===== config.mk =====
export PLATFORM = sky130hd
export DESIGN_NAME = ffe_tap_controller
export DESIGN_NICKNAME = d
export VERILOG_FILES = /design/src/rtl/ffe_cfg_pkg.sv /design/src/rtl/ffe_tap_bank.sv /design/src/rtl/ffe_tap_controller.sv
export SDC_FILE = /design/constraint.sdc
export NUM_CORES = 1
export LEC_CHECK = 0
export CAP_MARGIN = 20
export CORE_MARGIN = 4
export CORE_UTILIZATION = 40
export CTS_CLUSTER_DIAMETER = 30
export CTS_CLUSTER_SIZE = 20
export DETAILED_ROUTE_END_ITERATION = 7
export PLACE_DENSITY = 0.72
export SLEW_MARGIN = 20
export SYNTH_ARGS = -nofsm -noshare
export SYNTH_HDL_FRONTEND = slang
export SYNTH_HIERARCHICAL = 1
export SYNTH_SLANG_ARGS = --single-unit

===== constraint.sdc =====
create_clock -name clock -period 3.8 [get_ports clock]
set_input_delay 0.76 -clock clock [delete_from_list [all_inputs] [get_ports clock]]
set_output_delay 0.76 -clock clock [all_outputs]
set_load 0.05 [all_outputs]

===== src/rtl/ffe_cfg_pkg.sv =====
// Shared configuration for the FFE tap controller: sizes, tap type,
// controller states and the reset image of the tap bank.
package ffe_cfg_pkg;

  localparam int NUM_TAPS   = 14;
  localparam int TAP_W      = 8;
  localparam int ADDR_W     = 4;
  localparam int CURSOR_IDX = 0;
  localparam int UNITY      = 64;

  typedef logic signed [TAP_W-1:0] tap_t;

  typedef enum logic [1:0] {
    IDLE,
    WAIT_BND,
    SWAP,
    FLUSH
  } state_t;

  // Reset value of a tap: unity on the cursor, zero everywhere else.
  function automatic tap_t default_tap(input int idx);
    return (idx == CURSOR_IDX) ? tap_t'(UNITY) : tap_t'(0);
  endfunction

endpackage


===== src/rtl/ffe_tap_bank.sv =====
// Double-buffered tap storage: writes land in the shadow bank, and a swap
// copies the whole shadow bank into the active bank in one edge.
module ffe_tap_bank
  import ffe_cfg_pkg::*;
(
  input  logic              clock_i,
  input  logic              reset_i,
  input  logic              wr_en_i,
  input  logic [ADDR_W-1:0] wr_addr_i,
  input  tap_t              wr_data_i,
  input  logic              swap_i,
  output tap_t              active_o [NUM_TAPS]
);

  tap_t shadow_q [NUM_TAPS];
  tap_t shadow_d [NUM_TAPS];
  tap_t active_q [NUM_TAPS];
  tap_t active_d [NUM_TAPS];

  // Next bank contents: single-tap shadow update, whole-bank copy on swap.
  always_comb begin
    shadow_d = shadow_q;
    active_d = active_q;
    for (int i = 0; i < NUM_TAPS; i++) begin
      if (wr_en_i && (wr_addr_i == ADDR_W'(i))) shadow_d[i] = wr_data_i;
    end
    if (swap_i) active_d = shadow_q;
  end

  // Bank registers, both restored to the unity-cursor image on reset.
  always_ff @(posedge clock_i) begin
    if (reset_i) begin
      for (int i = 0; i < NUM_TAPS; i++) begin
        shadow_q[i] <= default_tap(i);
        active_q[i] <= default_tap(i);
      end
    end else begin
      shadow_q <= shadow_d;
      active_q <= active_d;
    end
  end

  assign active_o = active_q;

endmodule


===== src/rtl/ffe_tap_controller.sv =====
// FFE tap controller: accepts shadow tap writes, swaps them into the active
// bank on a symbol-block boundary (or after a bounded wait), then masks the
// decoder valid while its pipeline flushes out mixed-tap symbols.
module ffe_tap_controller
  import ffe_cfg_pkg::*;
#(
  parameter int FLUSH_CYCLES = 4,
  parameter int MAX_WAIT     = 1024
) (
  input  logic                    clock,
  input  logic                    reset,
  input  logic                    io_wr_valid,
  output logic                    io_wr_ready,
  input  logic [ADDR_W-1:0]       io_wr_addr,
  input  logic signed [TAP_W-1:0] io_wr_data,
  input  logic                    io_commit,
  input  logic                    io_boundary,
  input  logic                    io_rxValid_in,
  output logic                    io_rxValid_out,
  output logic signed [TAP_W-1:0] io_taps_0,
  output logic signed [TAP_W-1:0] io_taps_1,
  output logic signed [TAP_W-1:0] io_taps_2,
  output logic signed [TAP_W-1:0] io_taps_3,
  output logic signed [TAP_W-1:0] io_taps_4,
  output logic signed [TAP_W-1:0] io_taps_5,
  output logic signed [TAP_W-1:0] io_taps_6,
  output logic signed [TAP_W-1:0] io_taps_7,
  output logic signed [TAP_W-1:0] io_taps_8,
  output logic signed [TAP_W-1:0] io_taps_9,
  output logic signed [TAP_W-1:0] io_taps_10,
  output logic signed [TAP_W-1:0] io_taps_11,
  output logic signed [TAP_W-1:0] io_taps_12,
  output logic signed [TAP_W-1:0] io_taps_13,
  output logic                    io_busy,
  output logic                    io_commit_done,
  output logic                    io_err
);

  localparam int WAIT_W  = $clog2(MAX_WAIT + 1);
  localparam int FLUSH_W = $clog2(FLUSH_CYCLES + 1);
  localparam logic [WAIT_W-1:0]  WAIT_LAST  = WAIT_W'(MAX_WAIT - 1);
  localparam logic [FLUSH_W-1:0] FLUSH_LAST = FLUSH_W'(FLUSH_CYCLES - 1);

  state_t              state_q, state_d;
  logic [WAIT_W-1:0]   wait_cnt_q, wait_cnt_d;
  logic [FLUSH_W-1:0]  flush_cnt_q, flush_cnt_d;
  logic                done_q, done_d;
  logic                err_q, err_d;
  logic                keep_q, keep_d;
  logic                swap;
  logic                forced;
  logic                wr_fire;
  logic                bad_wr;
  tap_t                active [NUM_TAPS];

  assign io_wr_ready = (state_q == IDLE) || (state_q == FLUSH);
  assign wr_fire     = io_wr_valid && io_wr_ready;
  assign bad_wr      = wr_fire && (io_wr_addr >= ADDR_W'(NUM_TAPS));

  // Commit sequencing: wait for a boundary (bounded), swap, then flush.
  always_comb begin
    state_d     = state_q;
    wait_cnt_d  = wait_cnt_q;
    flush_cnt_d = flush_cnt_q;
    done_d      = 1'b0;
    swap        = 1'b0;
    forced      = 1'b0;
    case (state_q)
      IDLE: begin
        if (io_commit) begin
          state_d    = WAIT_BND;
          wait_cnt_d = '0;
        end
      end
      WAIT_BND: begin
        if (io_boundary) begin
          state_d = SWAP;
        end else if (wait_cnt_q == WAIT_LAST) begin
          state_d = SWAP;
          forced  = 1'b1;
        end else begin
          wait_cnt_d = wait_cnt_q + 1'b1;
        end
      end
      SWAP: begin
        swap        = 1'b1;
        state_d     = FLUSH;
        flush_cnt_d = '0;
      end
      FLUSH: begin
        if (flush_cnt_q == FLUSH_LAST) begin
          state_d = IDLE;
          done_d  = 1'b1;
        end else begin
          flush_cnt_d = flush_cnt_q + 1'b1;
        end
      end
      default: state_d = IDLE;
    endcase
  end

  // Sticky error: a completed commit clears it, except for errors raised
  // during that same commit, which survive until the following one.
  always_comb begin
    err_d  = err_q;
    keep_d = keep_q;
    if (done_q) begin
      err_d  = keep_q;
      keep_d = 1'b0;
    end
    if (bad_wr || forced) begin
      err_d = 1'b1;
      if (state_q != IDLE) keep_d = 1'b1;
    end
  end

  // Controller state, counters and flags.
  always_ff @(posedge clock) begin
    if (reset) begin
      state_q     <= IDLE;
      wait_cnt_q  <= '0;
      flush_cnt_q <= '0;
      done_q      <= 1'b0;
      err_q       <= 1'b0;
      keep_q      <= 1'b0;
    end else begin
      state_q     <= state_d;
      wait_cnt_q  <= wait_cnt_d;
      flush_cnt_q <= flush_cnt_d;
      done_q      <= done_d;
      err_q       <= err_d;
      keep_q      <= keep_d;
    end
  end

  ffe_tap_bank u_bank (
    .clock_i   (clock),
    .reset_i   (reset),
    .wr_en_i   (wr_fire && !bad_wr),
    .wr_addr_i (io_wr_addr),
    .wr_data_i (io_wr_data),
    .swap_i    (swap),
    .active_o  (active)
  );

  assign io_rxValid_out = io_rxValid_in && (state_q != FLUSH);
  assign io_busy        = (state_q != IDLE);
  assign io_commit_done = done_q;
  assign io_err         = err_q;

  assign io_taps_0  = active[0];
  assign io_taps_1  = active[1];
  assign io_taps_2  = active[2];
  assign io_taps_3  = active[3];
  assign io_taps_4  = active[4];
  assign io_taps_5  = active[5];
  assign io_taps_6  = active[6];
  assign io_taps_7  = active[7];
  assign io_taps_8  = active[8];
  assign io_taps_9  = active[9];
  assign io_taps_10 = active[10];
  assign io_taps_11 = active[11];
  assign io_taps_12 = active[12];
  assign io_taps_13 = active[13];

endmodule


== Word-level counts from Yosys, hierarchy flattened ==
Index checks and enable logic that the tools add are counted.

* Flip-flop bits (word level): 243
* Input port bits: 18
* Output and inout bits: 117
* Word-level logic and storage cells: 115

* Add/subtract/negate cells: 2
* Order comparisons: 1
* Eq/ne operators: 25
* Multiplexer cells: 21
* Bitwise gates (word level): 1
* Reduce and logical (&&, ||, !) cells: 31

{| class="wikitable"
|+ Operators with widths
! kind !! count
|-
| two-way mux 11 bit || 3
|-
| equality test 4 bit (second input constant) || 6
|-
| case mux 11 bit (2 select lines) || 1
|-
| logical AND 1 bit || 18
|-
| equality test 4 x 3 -> 1 bit (second input constant) || 4
|-
| adder 11 x 1 -> 11 bit (second input constant) || 1
|-
| equality test 11 x 10 -> 1 bit (second input constant) || 1
|-
| two-way mux 1 bit || 10
|-
| inequality test 2 bit (second input constant) || 5
|-
| equality test 4 x 2 -> 1 bit (second input constant) || 2
|-
| two-way mux 2 bit || 4
|-
| case mux 2 bit (4 select lines) || 1
|-
| nonzero test 2 bit || 4
|-
| case mux 3 bit (2 select lines) || 1
|-
| equality test 2 bit (second input constant) || 2
|-
| equality test 4 x 1 -> 1 bit (second input constant) || 1
|-
| >= comparator 4 bit (second input constant) || 1
|-
| zero test 4 bit || 1
|-
| AND reduction 4 bit || 1
|-
| adder 3 x 1 -> 3 bit (second input constant) || 1
|-
| equality test 3 x 2 -> 1 bit (second input constant) || 1
|-
| two-way mux 3 bit || 1
|-
| inequality test 3 bit (second input constant) || 1
|-
| AND reduction 3 bit || 1
|-
| other kinds (8) || 9
|}

== Longest topological paths before layout ==
Gate-level depths: netlist of run 1.

* Depth in word-level cells: 7
* Gate-level depth with buffers: 9
* Mapped depth without buffers: 7

== By module ==
The synthesis of run 1 kept the hierarchy.

{| class="wikitable"
|+ By module, submodules not included
! module !! instances !! cells an instance !! area an instance (um^2) !! seq. area each (um^2)
|-
| ffe_tap_bank || 1 || 752 || 8318.0 || 4484.3
|-
| ffe_tap_controller || 1 || 136 || 1153.6 || 380.4
|}

== Worst setup path before layout of run 1 ==
OpenSTA, ideal clock, no wires.

* Path type: register to register
* Start: register state_q[0]
* End: register u_bank/shadow_q[110] in the netlist's numbering
* Setup time: 120 ps
* Arrival time: 2219 ps
* Data required time: 3680 ps
* Path slack: 1462 ps
* Stages on the path, launching flop included: 8
* Path buffers: 0
* Clock period less this slack: 2338 ps
* Path through: dfxtp_1 > inv_1 > ha_1 > inv_1 > and3_1 > nor3b_4 > nand2_2 > a211o_1

* Word-level cells in the longest chain between the ends: 7
* Elaborated cells on any way between the ends: 8
* Classes of those cells: eq/ne (1); reduce/logical (7)

{| class="wikitable"
|+ Ends and longest elaborated chain
! item !! line !! RTL
|-
| start: declaration || ffe_tap_controller.sv:44 || <nowiki>state_t state_q, state_d;</nowiki>
|-
| start signal: assignment || ffe_tap_controller.sv:127 || <nowiki>state_q <= state_d;</nowiki>
|-
| equality test 2 bit or zero test 2 bit (tied branches) || ffe_tap_controller.sv:56 || <nowiki>assign io_wr_ready = (state_q == IDLE) || (state_q == FLUSH);</nowiki>
|-
| logical OR 1 bit * || ffe_tap_controller.sv:56 ||
|-
| net io_wr_ready || ffe_tap_controller.sv:13 || <nowiki>output logic io_wr_ready,</nowiki>
|-
| logical AND 1 bit * || ffe_tap_controller.sv:57 || <nowiki>assign wr_fire = io_wr_valid && io_wr_ready;</nowiki>
|-
| logical AND 1 bit || ffe_tap_controller.sv:58 || <nowiki>assign bad_wr = wr_fire && (io_wr_addr >= ADDR_W'(NUM_TAPS));</nowiki>
|-
| zero test 1 bit || ffe_tap_controller.sv:139 || <nowiki>.wr_en_i (wr_fire && !bad_wr),</nowiki>
|-
| logical AND 1 bit * || ffe_tap_controller.sv:139 ||
|-
| logical AND 1 bit * || ffe_tap_bank.sv:25 || <nowiki>if (wr_en_i && (wr_addr_i == ADDR_W'(i))) shadow_d[i] = wr_data_i;</nowiki>
|-
| end signal: indexed assignment || ffe_tap_bank.sv:34 || <nowiki>shadow_q[i] <= default_tap(i);</nowiki>
|-
| end signal: assignment || ffe_tap_bank.sv:38 || <nowiki>shadow_q <= shadow_d;</nowiki>
|-
| end: declaration || ffe_tap_bank.sv:15 || <nowiki>tap_t shadow_q [NUM_TAPS];</nowiki>
|}

Mark *: on every way through the listed nets, which the timed path passes. The rest lies on a longest branch.
A chain may end at the register's enable or synchronous reset.

== Final worst setup path of run 1 ==
* Start: register state_q[1]
* End: output io_wr_ready

* Word-level cells in the longest chain between the ends: 2
* Elaborated cells on any way between the ends: 3
* Classes of those cells: eq/ne (1); reduce/logical (2)

{| class="wikitable"
|+ Ends and longest elaborated chain
! item !! line
|-
| equality test 2 bit or zero test 2 bit (tied branches) || ffe_tap_controller.sv:56
|-
| logical OR 1 bit * || ffe_tap_controller.sv:56
|-
| end: declaration || ffe_tap_controller.sv:13
|}

Every way passes the cells marked *; elsewhere a longest branch is shown, timed or not.

==> metrics, run 1 <==
Core Region 0.02340 sq mm; cts bufs inserted 51; Starting Density 0.4047; final period utilization 0.8137; Leak 5.294 nW; antenna viol nets, final 0; Crit-path slowest cell clkdlybuf4s50_1; Seq/Total Area, Yosys 0.5136; Syn Inst Count 888; Ys Warns 6; RSZ-0062 raised after global routing no; Worst setup SP type flop; Die Y 161.9 microns; share of cells above drive strength 1 0.1152; VDD IR max 0.4791 mV; PwrDens 657.0 mW/mm^2; Clk pwr share 0.557; distinct cell type count after synthesis 50; actual slew at the worst max-slew pin around 1.1 ns; Rel. slew slack 0.2888; Site Rows 56; initial antenna violation count 0; Final Skew about 0.012 ns; share of power burned in registers 0.312; drt drc 0; syn nets around 910; CP Capture Type output pin; CTS clk-pin slew, worst paths 0.04 ns; Avg Cell Area, Syn 10.67 sq um; Hold Vio Cnt, Final 0; Total Power 8.497 mW; final setup vio count 0; Power Internal 6.406 mW; global-route wire length before repair about 36000 microns; DR WL/cell 15.87 microns; status finished clean; Worst Hold Class reg -> reg; IO Port Bufs 134; drt total wl 22010 microns; initial drt markers 408; worst-path cell chain inv_1 > ha_1 > inv_1 > clkdlybuf4s50_1; EDFF count, synth 0; crit path kind reg -> out; post-cts hold buffer count 0; Synth Area in XOR/XNOR 0; CTS root buf clkbuf_16; htree depth 2; Main synth FF type dfxtp_1; Sum Neg Setup Slack 0 ns; sw power 2.091 mW; die area 0.02621 sq mm; Final GP Congestion 0.8099; Crit path top cell by count inv_1; gr ovfl total 0; largest net degree at the start of global routing 112; Adder-Cell Fraction of Synth Area 0.01057; post-synthesis compound-gate area fraction 0.03223; Die Wd between 150 and 200 microns; vias in the first global route 6793; critical path data arrival time approximately 2.3 ns; FFs w/ async S/R, synth 0; CP max stage delay ~0.84 ns; area grow syn2layout 36.55%; Highest Clock Rate about 320 MHz; Buf/Inv on CP 3; Comb power frac 0.131; CTS tree done; mux cell area share after synthesis 0.2367; nets@finish 1052; Max-Cap Viols 0; family with the most delay on the worst path buffers and inverters; min Tclk post-route a little over 3 ns; postcts setup bufs 0; Clock Sinks 243; via count 6641; ANT cells 0; Slew Viols, Final 0; Mapped Area 0.009472 sq mm; routed vias/inst between 4 and 5; clk_lat worst skew 0.53 ns; critical path required time 3.04 ns; flops & latches, synth 243; Worst Path Max Fanout 4; DP Wirelength 13730 microns; maximum buffer depth of the clock tree 3; # resized after CTS 0; largest family of logic cells by synthesized area multiplexers; Sw Ratio 0.2461; Top Ports between 100 and 150; Post-Synth Simple-Gate Area 0.1745; Final Util 0.5527; DRT Pass-1 Iters 4; GRT Util Overall 0.1664
worst reg2reg max path, delay by kind of cell, from the launching register on:
kind	cells	cell delay [ns]
compound gates	1	0.33
simple gates	3	0.93
flops	1	0.41
fa+ha+maj	1	0.29
buf+inv	2	0.27
area by class of cell:
cell class	instances	area, sq um
Multi-Input combinational cell	579	4313
Timing Repair Buffer	142	1428
Sequential cell	243	4865
Inverter	9	33.78
Fill cell	2067	10470
Clock inverter	25	396.6
Clock buffer	70	1499
Tap cell	319	399.1
through the flow:
| step | area [sq um] | hold WS, ns | setup slack, ns | cells |
|---|---|---|---|---|
| after floorplan | 9472 | 0.4248 | 1.462 | 888 |
| after global placement | 11040 | 0.4445 | 0.8711 | 1292 |
| after detailed placement | 11040 | 0.4554 | 0.8776 | 1292 |
| after CTS | 12930 | 0.4690 | 0.6786 | 1387 |
| after global routing | 12930 | 0.4893 | 0.6156 | 1387 |
| final | 12930 | 0.4713 | 0.7081 | 1387 |
layout by cell type, fill, tap and decap left out, drive strengths merged, types with 5 or more instances in the layout:
cell,count
nand3,12
and3,5
nand4,6
clkinv,10
o21ai,9
buf,9
inv,10
a211o,5
ha,8
bufinv,9
nor2,121
nand2b,120
clkbuf,70
a21oi,8
nand2,19
dfxtp,243
clkinvlp,5
nor2b,7
clkdlybuf4s50,133
mux2i,224
registers in the layout, summed over array words and instances (netlist names):
register         flops
io_err               1
io_commit_done       1
flush_cnt_q          3
u_bank/shadow_q    112
u_bank/active_o    112
keep_q               1
wait_cnt_q          11
state_q              2
kinds of logic (layout without fill, tap and decap cells):
kind of cell,count (synthesis),after routing
DFF,243,243
and+or+nand+nor,305,305
buffers and inverters,66,246
adders and majority gates,8,8
muxes,224,224
AOI/OAI and AO/OA,42,42
layer usage:
metal,part of all wire,vias to the layer above,global-route usage
li1,-,3297,-
met1,0.47,3156,0.2186
met2,0.47,163,0.2757
met3,0.053,25,0.03857
met4,0.013,0,0.04729
met5,0,-,0
cells in the mapped netlist (2+ instances only):
master	instances	area (sq um)
ha_1	8	100.1
o311ai_0	2	17.52
inv_1	9	33.78
dfxtp_1	243	4865
buf_1	5	18.77
nand2_2	8	50.05
nor3_1	2	10.01
buf_6	4	45.04
o211ai_1	2	15.01
nand2b_1	119	744.5
o31ai_1	3	22.52
a211o_1	5	43.79
and4_1	2	17.52
nand2_1	11	41.29
and3b_1	3	26.28
and3_2	2	15.01
nor2b_1	7	43.79
buf_2	20	100.1
a21oi_1	8	40.04
or3_1	2	12.51
nor2_1	120	450.4
a21boi_0	2	15.01
and3_1	3	18.77
nand3_1	9	45.04
mux2i_1	224	2242
clkbuf_1	27	101.4
nand4_1	4	25.02
a211oi_1	3	22.52
nand3_2	2	20.02
o21ai_0	9	45.04
power groups by stage:
stage / registers [mW] / clock network (mW) / logic [mW]
floorplan: 2.72 / 0 / 0.829
global placement: 2.69 / 0 / 1.11
detailed placement: 2.70 / 0 / 1.12
CTS: 2.65 / 4.81 / 1.13
global route: 2.65 / 4.97 / 1.19
finish: 2.65 / 4.73 / 1.12
worst paths after layout:
| kind | start | endpoint | slack (ns) | depth (start not counted) |
|---|---|---|---|---|
| max | state_q[1] | io_wr_ready | 0.71 | 4 |
| min | keep_q | keep_q | 0.47 | 2 |
| max reg2reg | state_q[1] | u_bank/shadow_q[110] | 1.46 | 7 |
| min reg2reg | keep_q | keep_q | 0.47 | 2 |
(Power assumes the default switching activity.)
==> run 2: changes to the inputs <==
==> constraint.sdc (replaced) <==
create_clock -name clock -period 3.2 [get_ports clock]
set_input_delay 0.64 -clock clock [delete_from_list [all_inputs] [get_ports clock]]
set_output_delay 0.64 -clock clock [all_outputs]
set_load 0.05 [all_outputs]
==> metrics, run 2 (synthesized netlist as in run 1, its figures left out) <==
Slew Viols, Final 0; postcts setup bufs 0; Die Y 161.9 microns; status finished clean; nets@finish roughly 1100; min Tclk post-route 2.929 ns; family with the most delay on the worst path buffers and inverters; DR WL/cell 15.95 microns; vias in the first global route 6674; Sum Neg Setup Slack 0 ns; ANT cells 0; RSZ-0062 raised after global routing no; Crit path top cell by count inv_1; final period utilization 0.9155; Die Wd 161.9 microns; Final Skew 0.009105 ns; commonest non-fill, non-tap cells in the layout dfxtp_1 (243), mux2i_1 (224), clkdlybuf4s50_1 (133); Site Rows 56; commonest non-fill, non-tap cell in the layout dfxtp_1; area grow syn2layout 35.69%; CTS tree done; cts bufs inserted 49; WHS Path Cells 1; final setup vio count 0; Max-Cap Viols 0; DP Wirelength 13760 microns; worst flop-to-flop path startpoint state_q[1]; IO Port Bufs 134; critical path data arrival time 2.29 ns; dpl cell area 0.01108 sq mm; CP Capture Type output pin; DRT Pass-1 Iters 4; die area 0.02621 sq mm; Highest Clock Rate between 300 and 400 MHz; worst-path cell chain inv_1 > ha_1 > inv_1 > clkdlybuf4s50_1; Buf/Inv on CP 3; critical path required time 2.56 ns; global-route wire length before repair 35740 microns; Worst setup SP type flop; Leak between 5 and 6 nW; initial antenna violation count 0; routed vias/inst between 4 and 5; via count 6654; actual slew at the worst max-slew pin 0.8199 ns; Crit-path slowest cell clkdlybuf4s50_1; initial drt markers 397; Starting Density 0.4047; crit path kind reg -> out; Worst Hold End u_bank/shadow_q[110]; CP max stage delay about 0.83 ns; gr ovfl total 0; clk_lat worst skew 0.53 ns; worst reg-to-reg path cell count 7; VDD IR max 0.5178 mV; largest net degree at the start of global routing between 80 and 90; Hold Vio Cnt, Final 0; Final GP Congestion 0.7903; antenna viol nets, final 0; htree depth 2; GRT Util Overall 0.1668; post-cts hold buffer count 0; capturing point of the worst reg2reg path u_bank/shadow_q[110]; Clock Sinks ~240; PwrDens 766.6 mW/mm^2; CTS clk-pin slew, worst paths about 0.040 ns; Rel. slew slack 0.4534; Core Region between 0.02 and 0.025 sq mm; share of cells above drive strength 1 0.1141; Worst Path Max Fanout 4; CTS root buf clkbuf_16; Top Ports 135; Worst Hold Class reg -> reg; maximum buffer depth of the clock tree 3; cell area after layout 0.01285 sq mm; drt total wl 22140 microns; Hold Crit Start u_bank/shadow_q[110]; drt drc 0; # resized after CTS 0; flop2flop setup slack 0.86 ns
==> run 2: through the flow <==
stage                     instances  hold slack, ns    util  power [mW]  setup WS (ns)
after floorplan                 888          0.4248       -       4.215         0.8617
after global placement         1299          0.4390  0.4734       4.537         0.5368
after detailed placement       1299          0.4515  0.4734       4.551         0.5443
after CTS                      1388          0.4642  0.5492       9.961         0.2485
after global routing           1388          0.4822  0.5492       10.22         0.1267
final                          1388          0.4648  0.5492       9.852         0.2705
==> run 2: per-layer routing <==
metal	part of all wire	routed length (microns)	vias to the layer above	global-route usage
met1	0.48	10540	3175	0.2229
met4	0.014	311	0	0.04306
met2	0.47	10340	138	0.2759
met5	0	0	-	0
met3	0.043	948	30	0.03654
li1	-	-	3311	-
==> run 2: worst max path at each step <==
stage	from	end	slack, ns	cells after the start
after global routing	state_q[0]	io_wr_ready	0.13	4
after CTS	state_q[1]	io_wr_ready	0.25	4
after detailed placement	io_rxValid_in	io_rxValid_out	0.54	3
after global placement	io_rxValid_in	io_rxValid_out	0.54	3
after floorplan	state_q[0]	u_bank/shadow_q[110]	0.86	7
final	state_q[1]	io_wr_ready	0.27	4
==> run 2: area by class of cell <==
class                           count  area (sq um)
Timing Repair Buffer              149          1468
Inverter                            9         33.78
Clock inverter                     27         427.9
Sequential cell                   243          4865
Clock buffer                       62          1346
Multi-Input combinational cell    579          4313
Tap cell                          319         399.1
Fill cell                        2076         10550
==> run 2: report_power, final <==
| group | leakage (nW) | total [mW] | internal (mW) | switching, mW |
|---|---|---|---|---|
| logic | 2.45 | 1.34 | 0.533 | 0.811 |
| registers | 1.96 | 3.14 | 3.10 | 0.0454 |
| clock network | 0.858 | 5.37 | 3.77 | 1.60 |
| total | 5.27 | 9.85 | 7.40 | 2.45 |
